`config.mk`:
```
export PLATFORM = sky130hd
export DESIGN_NAME = kairo_mif_arb
export DESIGN_NICKNAME = d
export VERILOG_FILES = /design/src/rtl/kairo_mif_arb.sv
export SDC_FILE = /design/constraint.sdc
export NUM_CORES = 1
export LEC_CHECK = 0
export BUFFER_PORTS_ARGS = -buffer_cell sky130_fd_sc_hd__buf_4
export CAP_MARGIN = 20
export CORE_AREA = 3 3 158 160
export DETAILED_ROUTE_END_ITERATION = 8
export DIE_AREA = 0 0 161 163
export PLACE_DENSITY_LB_ADDON = 0.2
export SLEW_MARGIN = 0
export SYNTH_ARGS = -nofsm -noshare
export SYNTH_HDL_FRONTEND = slang
export SYNTH_SLANG_ARGS = --single-unit
```
`constraint.sdc`:
```
create_clock -name CLK -period 5 [get_ports CLK]
set_input_delay 0.75 -clock CLK [delete_from_list [all_inputs] [get_ports CLK]]
set_output_delay 0.75 -clock CLK [all_outputs]
set_load 0.02 [all_outputs]
```
`src/rtl/kairo_mif_arb.sv`:
```
// kairo_mif_arb: I/D port memory interface; IMEM shared round-robin between I and D, DMEM owned by D.
// Optional define KAIRO_MIF_ARB_EXCPT_EN raises I/D_MEM_EXCPT on unmapped accesses.
module kairo_mif_arb #(
    parameter  int unsigned AW          = 32,
    parameter  int unsigned DW          = 32,
    parameter  int unsigned RD_LAT      = 1,
    parameter  logic [3:0]  IMEM_REGION = 4'h0,
    parameter  logic [3:0]  DMEM_REGION = 4'h1,
    localparam int unsigned SW          = DW / 8
) (
    input  logic          CLK,
    input  logic          RST_N,
    input  logic          I_MEM_VALID,
    input  logic [AW-1:0] I_MEM_ADDR,
    input  logic [DW-1:0] I_MEM_WDATA,
    input  logic [SW-1:0] I_MEM_WSTB,
    output logic          I_MEM_READY,
    output logic [DW-1:0] I_MEM_RDATA,
    output logic          I_MEM_EXCPT,
    input  logic          D_MEM_VALID,
    input  logic [AW-1:0] D_MEM_ADDR,
    input  logic [DW-1:0] D_MEM_WDATA,
    input  logic [SW-1:0] D_MEM_WSTB,
    output logic          D_MEM_READY,
    output logic [DW-1:0] D_MEM_RDATA,
    output logic          D_MEM_EXCPT,
    output logic [AW-1:0] IMEM_ADR,
    output logic          IMEM_RE,
    output logic [SW-1:0] IMEM_WEB,
    output logic [DW-1:0] IMEM_WDIN,
    input  logic [DW-1:0] IMEM_RDOUT,
    output logic [AW-1:0] DMEM_ADR,
    output logic          DMEM_RE,
    output logic [SW-1:0] DMEM_WEB,
    output logic [DW-1:0] DMEM_WDIN,
    input  logic [DW-1:0] DMEM_RDOUT
);

    localparam int unsigned   CW     = 3;
    localparam logic [CW-1:0] LAT    = CW'(RD_LAT);
    localparam logic [CW-1:0] CNT_1  = CW'(1);
    localparam logic          PORT_I = 1'b0;
    localparam logic          PORT_D = 1'b1;

    typedef enum logic [1:0] {ST_IDLE, ST_BUSY, ST_RESP} state_t;
    typedef enum logic [1:0] {TGT_NONE, TGT_IMEM, TGT_DMEM} tgt_t;

    state_t          i_state_q, i_state_d, d_state_q, d_state_d;
    logic [CW-1:0]   i_cnt_q, i_cnt_d, d_cnt_q, d_cnt_d;
    tgt_t            i_tgt_q, i_tgt_d, d_tgt_q, d_tgt_d;
    logic            i_wr_q, i_wr_d, d_wr_q, d_wr_d;
    logic            i_ready_q, i_ready_d, d_ready_q, d_ready_d;
    logic [DW-1:0]   i_rdata_q, i_rdata_d, d_rdata_q, d_rdata_d;
    logic            last_q, last_d;

    logic            i_hit_imem, d_hit_imem, d_hit_dmem;
    logic            i_req_imem, d_req_imem, conflict;
    logic            i_gnt_imem, d_gnt_imem, d_gnt_dmem;
    logic            i_unm_issue, d_unm_issue, i_issue, d_issue;
    logic            i_idle_req, d_idle_req;

    // Read data comes only from the memory that owned the access; writes and unmapped return 0.
    function automatic logic [DW-1:0] rd_sel(input tgt_t tgt, input logic wr,
                                             input logic [DW-1:0] imem,
                                             input logic [DW-1:0] dmem);
        logic [DW-1:0] r;
        r = '0;
        if (!wr) begin
            if (tgt == TGT_IMEM)      r = imem;
            else if (tgt == TGT_DMEM) r = dmem;
        end
        return r;
    endfunction

    assign i_hit_imem = (I_MEM_ADDR[AW-1:AW-4] == IMEM_REGION);
    assign d_hit_imem = (D_MEM_ADDR[AW-1:AW-4] == IMEM_REGION);
    assign d_hit_dmem = (D_MEM_ADDR[AW-1:AW-4] == DMEM_REGION) && !d_hit_imem;

    // Requests are only recognised while out of reset so the SRAM pins stay quiet during reset.
    assign i_idle_req = RST_N && (i_state_q == ST_IDLE) && I_MEM_VALID;
    assign d_idle_req = RST_N && (d_state_q == ST_IDLE) && D_MEM_VALID;

    assign i_req_imem = i_idle_req && i_hit_imem;
    assign d_req_imem = d_idle_req && d_hit_imem;
    assign conflict   = i_req_imem && d_req_imem;

    // On conflict the port that did not win last time is granted; the loser retries next cycle.
    assign i_gnt_imem = i_req_imem && !(conflict && (last_q == PORT_I));
    assign d_gnt_imem = d_req_imem && !(conflict && (last_q == PORT_D));
    assign d_gnt_dmem = d_idle_req && d_hit_dmem;
    assign last_d     = conflict ? ~last_q : last_q;

    assign i_unm_issue = i_idle_req && !i_hit_imem;
    assign d_unm_issue = d_idle_req && !d_hit_imem && !d_hit_dmem;
    assign i_issue     = i_gnt_imem || i_unm_issue;
    assign d_issue     = d_gnt_imem || d_gnt_dmem || d_unm_issue;

    // I port next-state
    always_comb begin
        i_state_d = i_state_q;
        i_cnt_d   = i_cnt_q;
        i_tgt_d   = i_tgt_q;
        i_wr_d    = i_wr_q;
        i_ready_d = 1'b0;
        i_rdata_d = i_rdata_q;
        case (i_state_q)
            ST_IDLE: begin
                if (i_issue) begin
                    i_state_d = ST_BUSY;
                    i_cnt_d   = LAT;
                    i_tgt_d   = i_hit_imem ? TGT_IMEM : TGT_NONE;
                    i_wr_d    = |I_MEM_WSTB;
                end
            end
            ST_BUSY: begin
                if (i_cnt_q == CNT_1) begin
                    i_state_d = ST_RESP;
                    i_ready_d = 1'b1;
                    i_rdata_d = rd_sel(i_tgt_q, i_wr_q, IMEM_RDOUT, DMEM_RDOUT);
                end else begin
                    i_cnt_d = i_cnt_q - CNT_1;
                end
            end
            ST_RESP: i_state_d = ST_IDLE;
            default: i_state_d = ST_IDLE;
        endcase
    end

    // D port next-state
    always_comb begin
        d_state_d = d_state_q;
        d_cnt_d   = d_cnt_q;
        d_tgt_d   = d_tgt_q;
        d_wr_d    = d_wr_q;
        d_ready_d = 1'b0;
        d_rdata_d = d_rdata_q;
        case (d_state_q)
            ST_IDLE: begin
                if (d_issue) begin
                    d_state_d = ST_BUSY;
                    d_cnt_d   = LAT;
                    d_tgt_d   = d_hit_imem ? TGT_IMEM : (d_hit_dmem ? TGT_DMEM : TGT_NONE);
                    d_wr_d    = |D_MEM_WSTB;
                end
            end
            ST_BUSY: begin
                if (d_cnt_q == CNT_1) begin
                    d_state_d = ST_RESP;
                    d_ready_d = 1'b1;
                    d_rdata_d = rd_sel(d_tgt_q, d_wr_q, IMEM_RDOUT, DMEM_RDOUT);
                end else begin
                    d_cnt_d = d_cnt_q - CNT_1;
                end
            end
            ST_RESP: d_state_d = ST_IDLE;
            default: d_state_d = ST_IDLE;
        endcase
    end

    always_ff @(posedge CLK) begin
        if (!RST_N) begin
            i_state_q <= ST_IDLE;
            i_cnt_q   <= '0;
            i_tgt_q   <= TGT_NONE;
            i_wr_q    <= 1'b0;
            i_ready_q <= 1'b0;
            i_rdata_q <= '0;
            d_state_q <= ST_IDLE;
            d_cnt_q   <= '0;
            d_tgt_q   <= TGT_NONE;
            d_wr_q    <= 1'b0;
            d_ready_q <= 1'b0;
            d_rdata_q <= '0;
            last_q    <= PORT_I;
        end else begin
            i_state_q <= i_state_d;
            i_cnt_q   <= i_cnt_d;
            i_tgt_q   <= i_tgt_d;
            i_wr_q    <= i_wr_d;
            i_ready_q <= i_ready_d;
            i_rdata_q <= i_rdata_d;
            d_state_q <= d_state_d;
            d_cnt_q   <= d_cnt_d;
            d_tgt_q   <= d_tgt_d;
            d_wr_q    <= d_wr_d;
            d_ready_q <= d_ready_d;
            d_rdata_q <= d_rdata_d;
            last_q    <= last_d;
        end
    end

`ifdef KAIRO_MIF_ARB_EXCPT_EN
    logic i_excpt_q, d_excpt_q;

    // Exception flag pulses alongside READY for accesses that were decoded as unmapped.
    always_ff @(posedge CLK) begin
        if (!RST_N) begin
            i_excpt_q <= 1'b0;
            d_excpt_q <= 1'b0;
        end else begin
            i_excpt_q <= (i_state_q == ST_BUSY) && (i_cnt_q == CNT_1) && (i_tgt_q == TGT_NONE);
            d_excpt_q <= (d_state_q == ST_BUSY) && (d_cnt_q == CNT_1) && (d_tgt_q == TGT_NONE);
        end
    end

    assign I_MEM_EXCPT = i_excpt_q;
    assign D_MEM_EXCPT = d_excpt_q;
`else
    assign I_MEM_EXCPT = 1'b0;
    assign D_MEM_EXCPT = 1'b0;
`endif

    // IMEM pins: driven only in the grant cycle of whichever port owns IMEM this cycle.
    always_comb begin
        IMEM_ADR  = '0;
        IMEM_RE   = 1'b0;
        IMEM_WEB  = '0;
        IMEM_WDIN = '0;
        if (i_gnt_imem) begin
            IMEM_ADR  = I_MEM_ADDR;
            IMEM_RE   = (I_MEM_WSTB == '0);
            IMEM_WEB  = I_MEM_WSTB;
            IMEM_WDIN = I_MEM_WDATA;
        end else if (d_gnt_imem) begin
            IMEM_ADR  = D_MEM_ADDR;
            IMEM_RE   = (D_MEM_WSTB == '0);
            IMEM_WEB  = D_MEM_WSTB;
            IMEM_WDIN = D_MEM_WDATA;
        end
    end

    // DMEM pins: D is the only possible owner.
    always_comb begin
        DMEM_ADR  = '0;
        DMEM_RE   = 1'b0;
        DMEM_WEB  = '0;
        DMEM_WDIN = '0;
        if (d_gnt_dmem) begin
            DMEM_ADR  = D_MEM_ADDR;
            DMEM_RE   = (D_MEM_WSTB == '0);
            DMEM_WEB  = D_MEM_WSTB;
            DMEM_WDIN = D_MEM_WDATA;
        end
    end

    assign I_MEM_READY = i_ready_q;
    assign I_MEM_RDATA = i_rdata_q;
    assign D_MEM_READY = d_ready_q;
    assign D_MEM_RDATA = d_rdata_q;

endmodule
```
==> results.py <==
metrics = {
    "placed_design": {
        "placedCellCount": 1147,
        "buffer_ports.inserted": 400,
        "placed_cell_areas_sq_um": 7560,
        "dpl.hpwl_mm": 19.3,
        "dpl_worst_slack_ns": 1.46,
        "gp_routability_congestion": 0.899,
    },
    "critical_path": {
        "worstPathCellList": "buf_4 > or4_4 > nor2_2 > o21a_2 > buf_4 > a22o_1 > buf_4",
        "crit-reg2reg-launch": "i_cnt_q[1]",
        "slowest_stage": "buf_4",
        "timing.critical_path.slowest_cell_delay_ns": 0.56,
        "r2r.worst_path.cells": 6,
        "endpoint_kind": "primary output",
        "worst-endpoint-arrival_ns": 2.84,
        "setup.reg_to_reg.worst_slack_ns": 3.01,
        "crit_type": "in2out",
        "rr_endpoint": "I_MEM_RDATA[1]",
        "crit_fanout": 65,
        "crit_required_ns": 4.25,
        "critPathMostFrequentCell": "buf_4",
        "cp_top_family": "buffers and inverters",
        "critical_path_buf_inv_count": 3,
        "timing.critical_path.from_type": "input port",
    },
    "routing": {
        "drc_errors": 0,
        "detailroute.via_count": 5251,
        "drt_first_pass_iters": 6,
        "drt.antenna.violating_nets": 0,
        "routedWlPerCell_microns": 20.7,
        "detail_route.iter0.violations": 344,
        "route.detailed.vias_per_inst": 4.49,
        "postRouteWirelength_mm": 24.2,
    },
    "floorplanning": {
        "floorplan.initialDensity_pct": 18.6,
        "die_x_microns": 161,
        "die-height_microns": 163,
        "die_area_sq_um": 26200,
        "core_area_sq_um": 23500,
        "num_io_pins": 410,
        "core.rowCount": 56,
    },
    "clock_tree": {
        "cts.sinks": 82,
        "clock_insertion_delay_worst_skew_ns": 0.35,
        "clock_tree.htree_level_count": 3,
        "cts-resized-gates": 0,
        "cts_buffer_depth": 2,
        "cts-buffers-inserted": 9,
        "cts_tree": "done",
        "path_clk_slew_ns": 0.06,
        "post_cts.repair.setup_buffers": 0,
        "clock-root-buffer": "clkbuf_16",
        "cts-hold-fix-buffers": 0,
    },
    "final_layout": {
        "multi_input_comb_area_sq_um": 2430,
        "fillCellCount": 2519,
        "final_layout_size_suffix_gt1_share_pct": 52.1,
        "post-route-cell-area_sq_um": 7880,
        "area_growth_syn_to_layout_pct": 80.4,
        "seq_area_sq_um": 1640,
        "num-nets-final": 1047,
        "stdcell_count": 1169,
    },
    "hold_path": {
        "hold_path.class": "reg2reg",
        "holdPathStages": 2,
        "hp-start": "d_wr_q",
        "worstHoldEndpoint": "d_wr_q",
    },
    "sta": {
        "hold_viol_final": 0,
        "postLayoutSetupSlackWorst_ns": 1.41,
        "relSlewSlack_pct": 44.9,
        "grt_setup_unrepaired": "no",
        "number_of_failing_setup_endpoints_in_the_final_timing_report": 0,
        "period_needed_ns": 3.59,
        "setup_total_negative_slack_ns": 0,
        "fmaxAchievable_mhz": 279,
        "final_max_tran_viols": 0,
        "layout_worst_path_cycle_share_pct": 71.8,
        "worst_pin_slew_ns": 0.827,
        "timing.clock.skew_ns": 0.0117,
        "finalHoldWorstSlack_ns": 0.473,
    },
    "run": {
        "cap_violations": 0,
    },
    "yosys": {
        "synthCells": 469,
        "ys_seq_area_share_pct": 37.6,
        "mappedNetlistArea_sq_um": 4370,
        "yosysTopAreaCellShare_pct": 37.6,
        "yosys-top-cells-area": "dfxtp_1 (38%), a22o_1 (26%), and2_1 (9.3%)",
        "synthDistinctLibCells": 42,
        "synthesized_area_divided_by_synthesized_cell_count_sq_um": 9.32,
        "synth_top_flop_cell": "dfxtp_1",
        "synthesis.yosys.warnings": 0,
        "synth.largest_area_cell": "dfxtp_1",
        "synth-edff-count": 0,
        "async_flop_share_pct": 0,
        "synth-seq-cells": 82,
    },
    "global_routing": {
        "grt_start_max_net_pins": 66,
        "grt_pass1_vias": 5199,
        "grt_overflow_total": 0,
        "groute.usage.overall_pct": 17.3,
        "grt_first_pass_wirelength_mm": 34.3,
        "antenna_found_initial": 10,
    },
    "run_status": {
        "status": "finished clean",
    },
    "pwr": {
        "p_per_area_nw_per_um2": 206,
        "net-switching-power_w": 0.000424,
        "pwr-share-comb_pct": 16.2,
        "power_share_of_the_sequential_group_pct": 41.2,
        "power_frac_clock_pct": 42.6,
        "switching_share_pct": 26.2,
        "ir_drop_uv": 190,
        "total_leakage_power_nw": 3.80,
        "internal_power_w": 0.00120,
    },
}
-- sequential cells by signal, indices dropped and copies added, names as in the netlist, 2 cells and up --
name         cells
I_MEM_RDATA     32
d_cnt_q          3
d_tgt_q          2
i_cnt_q          3
D_MEM_RDATA     32
d_state_q        2
i_state_q        2
-- power by group through the flow --
stage	registers (W)	clock network, W	logic, W
after floorplan	0.000683	0	0.0000830
after global placement	0.000683	0	0.000264
after detailed placement	0.000683	0	0.000264
after CTS	0.000668	0.000719	0.000265
after global routing	0.000670	0.000743	0.000282
final	0.000668	0.000692	0.000262
-- layer usage --
| layer | global-route usage [%] | share of wire [%] | vias to the layer above |
|---|---|---|---|
| li1 | - | - | 2501 |
| met1 | 20.4 | 40 | 2449 |
| met2 | 28.2 | 48 | 265 |
| met3 | 7.02 | 10 | 28 |
| met4 | 7.04 | 2.2 | 8 |
| met5 | 0 | 0.24 | - |
-- cells in the mapped netlist (all sizes together) (2+ instances only) --
| cell type | n |
|---|---|
| a22o | 129 |
| dfxtp | 82 |
| and2 | 65 |
| nor2 | 39 |
| a22oi | 32 |
| clkbuf | 32 |
| buf | 25 |
| inv | 7 |
| a21oi | 5 |
| nor2b | 5 |
| o21ai | 5 |
| a31oi | 4 |
| ha | 4 |
| nor4 | 4 |
| and3 | 3 |
| nand4 | 3 |
| nand2 | 2 |
| nand3 | 2 |
| nand4bb | 2 |
| nor3 | 2 |
| o31ai | 2 |
| o41ai | 2 |
| or4 | 2 |
-- stage by stage --
stage          power [W]  utilization (%)
5_1_grt          0.00170             33.5
3_3_place_gp    0.000947             32.1
4_1_cts          0.00165             33.4
3_5_place_dp    0.000947             32.1
2_1_floorplan   0.000766                -
6_report         0.00162             33.5
-- area by class of cell --
cell class / instances / share of cell area, %
Antenna cell: 6 / 0.191
Clock buffer: 9 / 2.86
Clock inverter: 7 / 1.08
Inverter: 7 / 0.333
Multi-Input combinational cell: 331 / 30.8
Sequential cell: 82 / 20.8
Tap cell: 319 / 5.06
Timing Repair Buffer: 408 / 38.9
-- cells by family after synthesis --
logic type / Yosys count / share of synthesized area [%]
simple gates: 134 / 17.6
fa+ha+maj: 4 / 1.15
xor+xnor: 1 / 0.200
buf+inv: 64 / 8.30
flops: 82 / 37.6
other cells: 1 / 0.0858
compound gates: 183 / 35.1
-- cell usage in the layout (no fill, tap or decap), drive strengths merged, types with 2 or more instances in the layout --
master / instances
nor3: 2
clkinvlp: 2
a31oi: 4
diode: 6
and3: 3
inv: 10
a21oi: 5
nand4bb: 2
nand2: 2
o31ai: 2
o41ai: 2
nand3: 2
conb: 9
clkbuf: 9
nor2b: 5
ha: 4
dfxtp: 82
a22o: 129
or4: 2
nand4: 3
buf: 408
and2: 65
nor4: 4
nor2: 39
o21ai: 5
a22oi: 32
-- worst min-delay path, delay by kind of cell (launching register included) --
kind               cells  cell delay, ns
and+or+nand+nor        1            0.06
AOI/OAI and AO/OA      1            0.05
DFF                    1            0.32
-- worst max path at each step --
| stage | from | to | slack [ns] | depth (start not counted) |
|---|---|---|---|---|
| floorplan | I_MEM_ADDR[28] | IMEM_ADR[0] | 2.19 | 6 |
| global placement | I_MEM_ADDR[28] | IMEM_ADR[12] | 1.47 | 7 |
| detailed placement | I_MEM_ADDR[28] | IMEM_ADR[12] | 1.46 | 7 |
| CTS | I_MEM_ADDR[28] | IMEM_ADR[12] | 1.45 | 7 |
| global route | D_MEM_ADDR[28] | IMEM_ADR[12] | 1.32 | 7 |
| finish | I_MEM_ADDR[28] | IMEM_ADR[12] | 1.41 | 7 |
No activity file was read; power rests on OpenSTA's default activity.
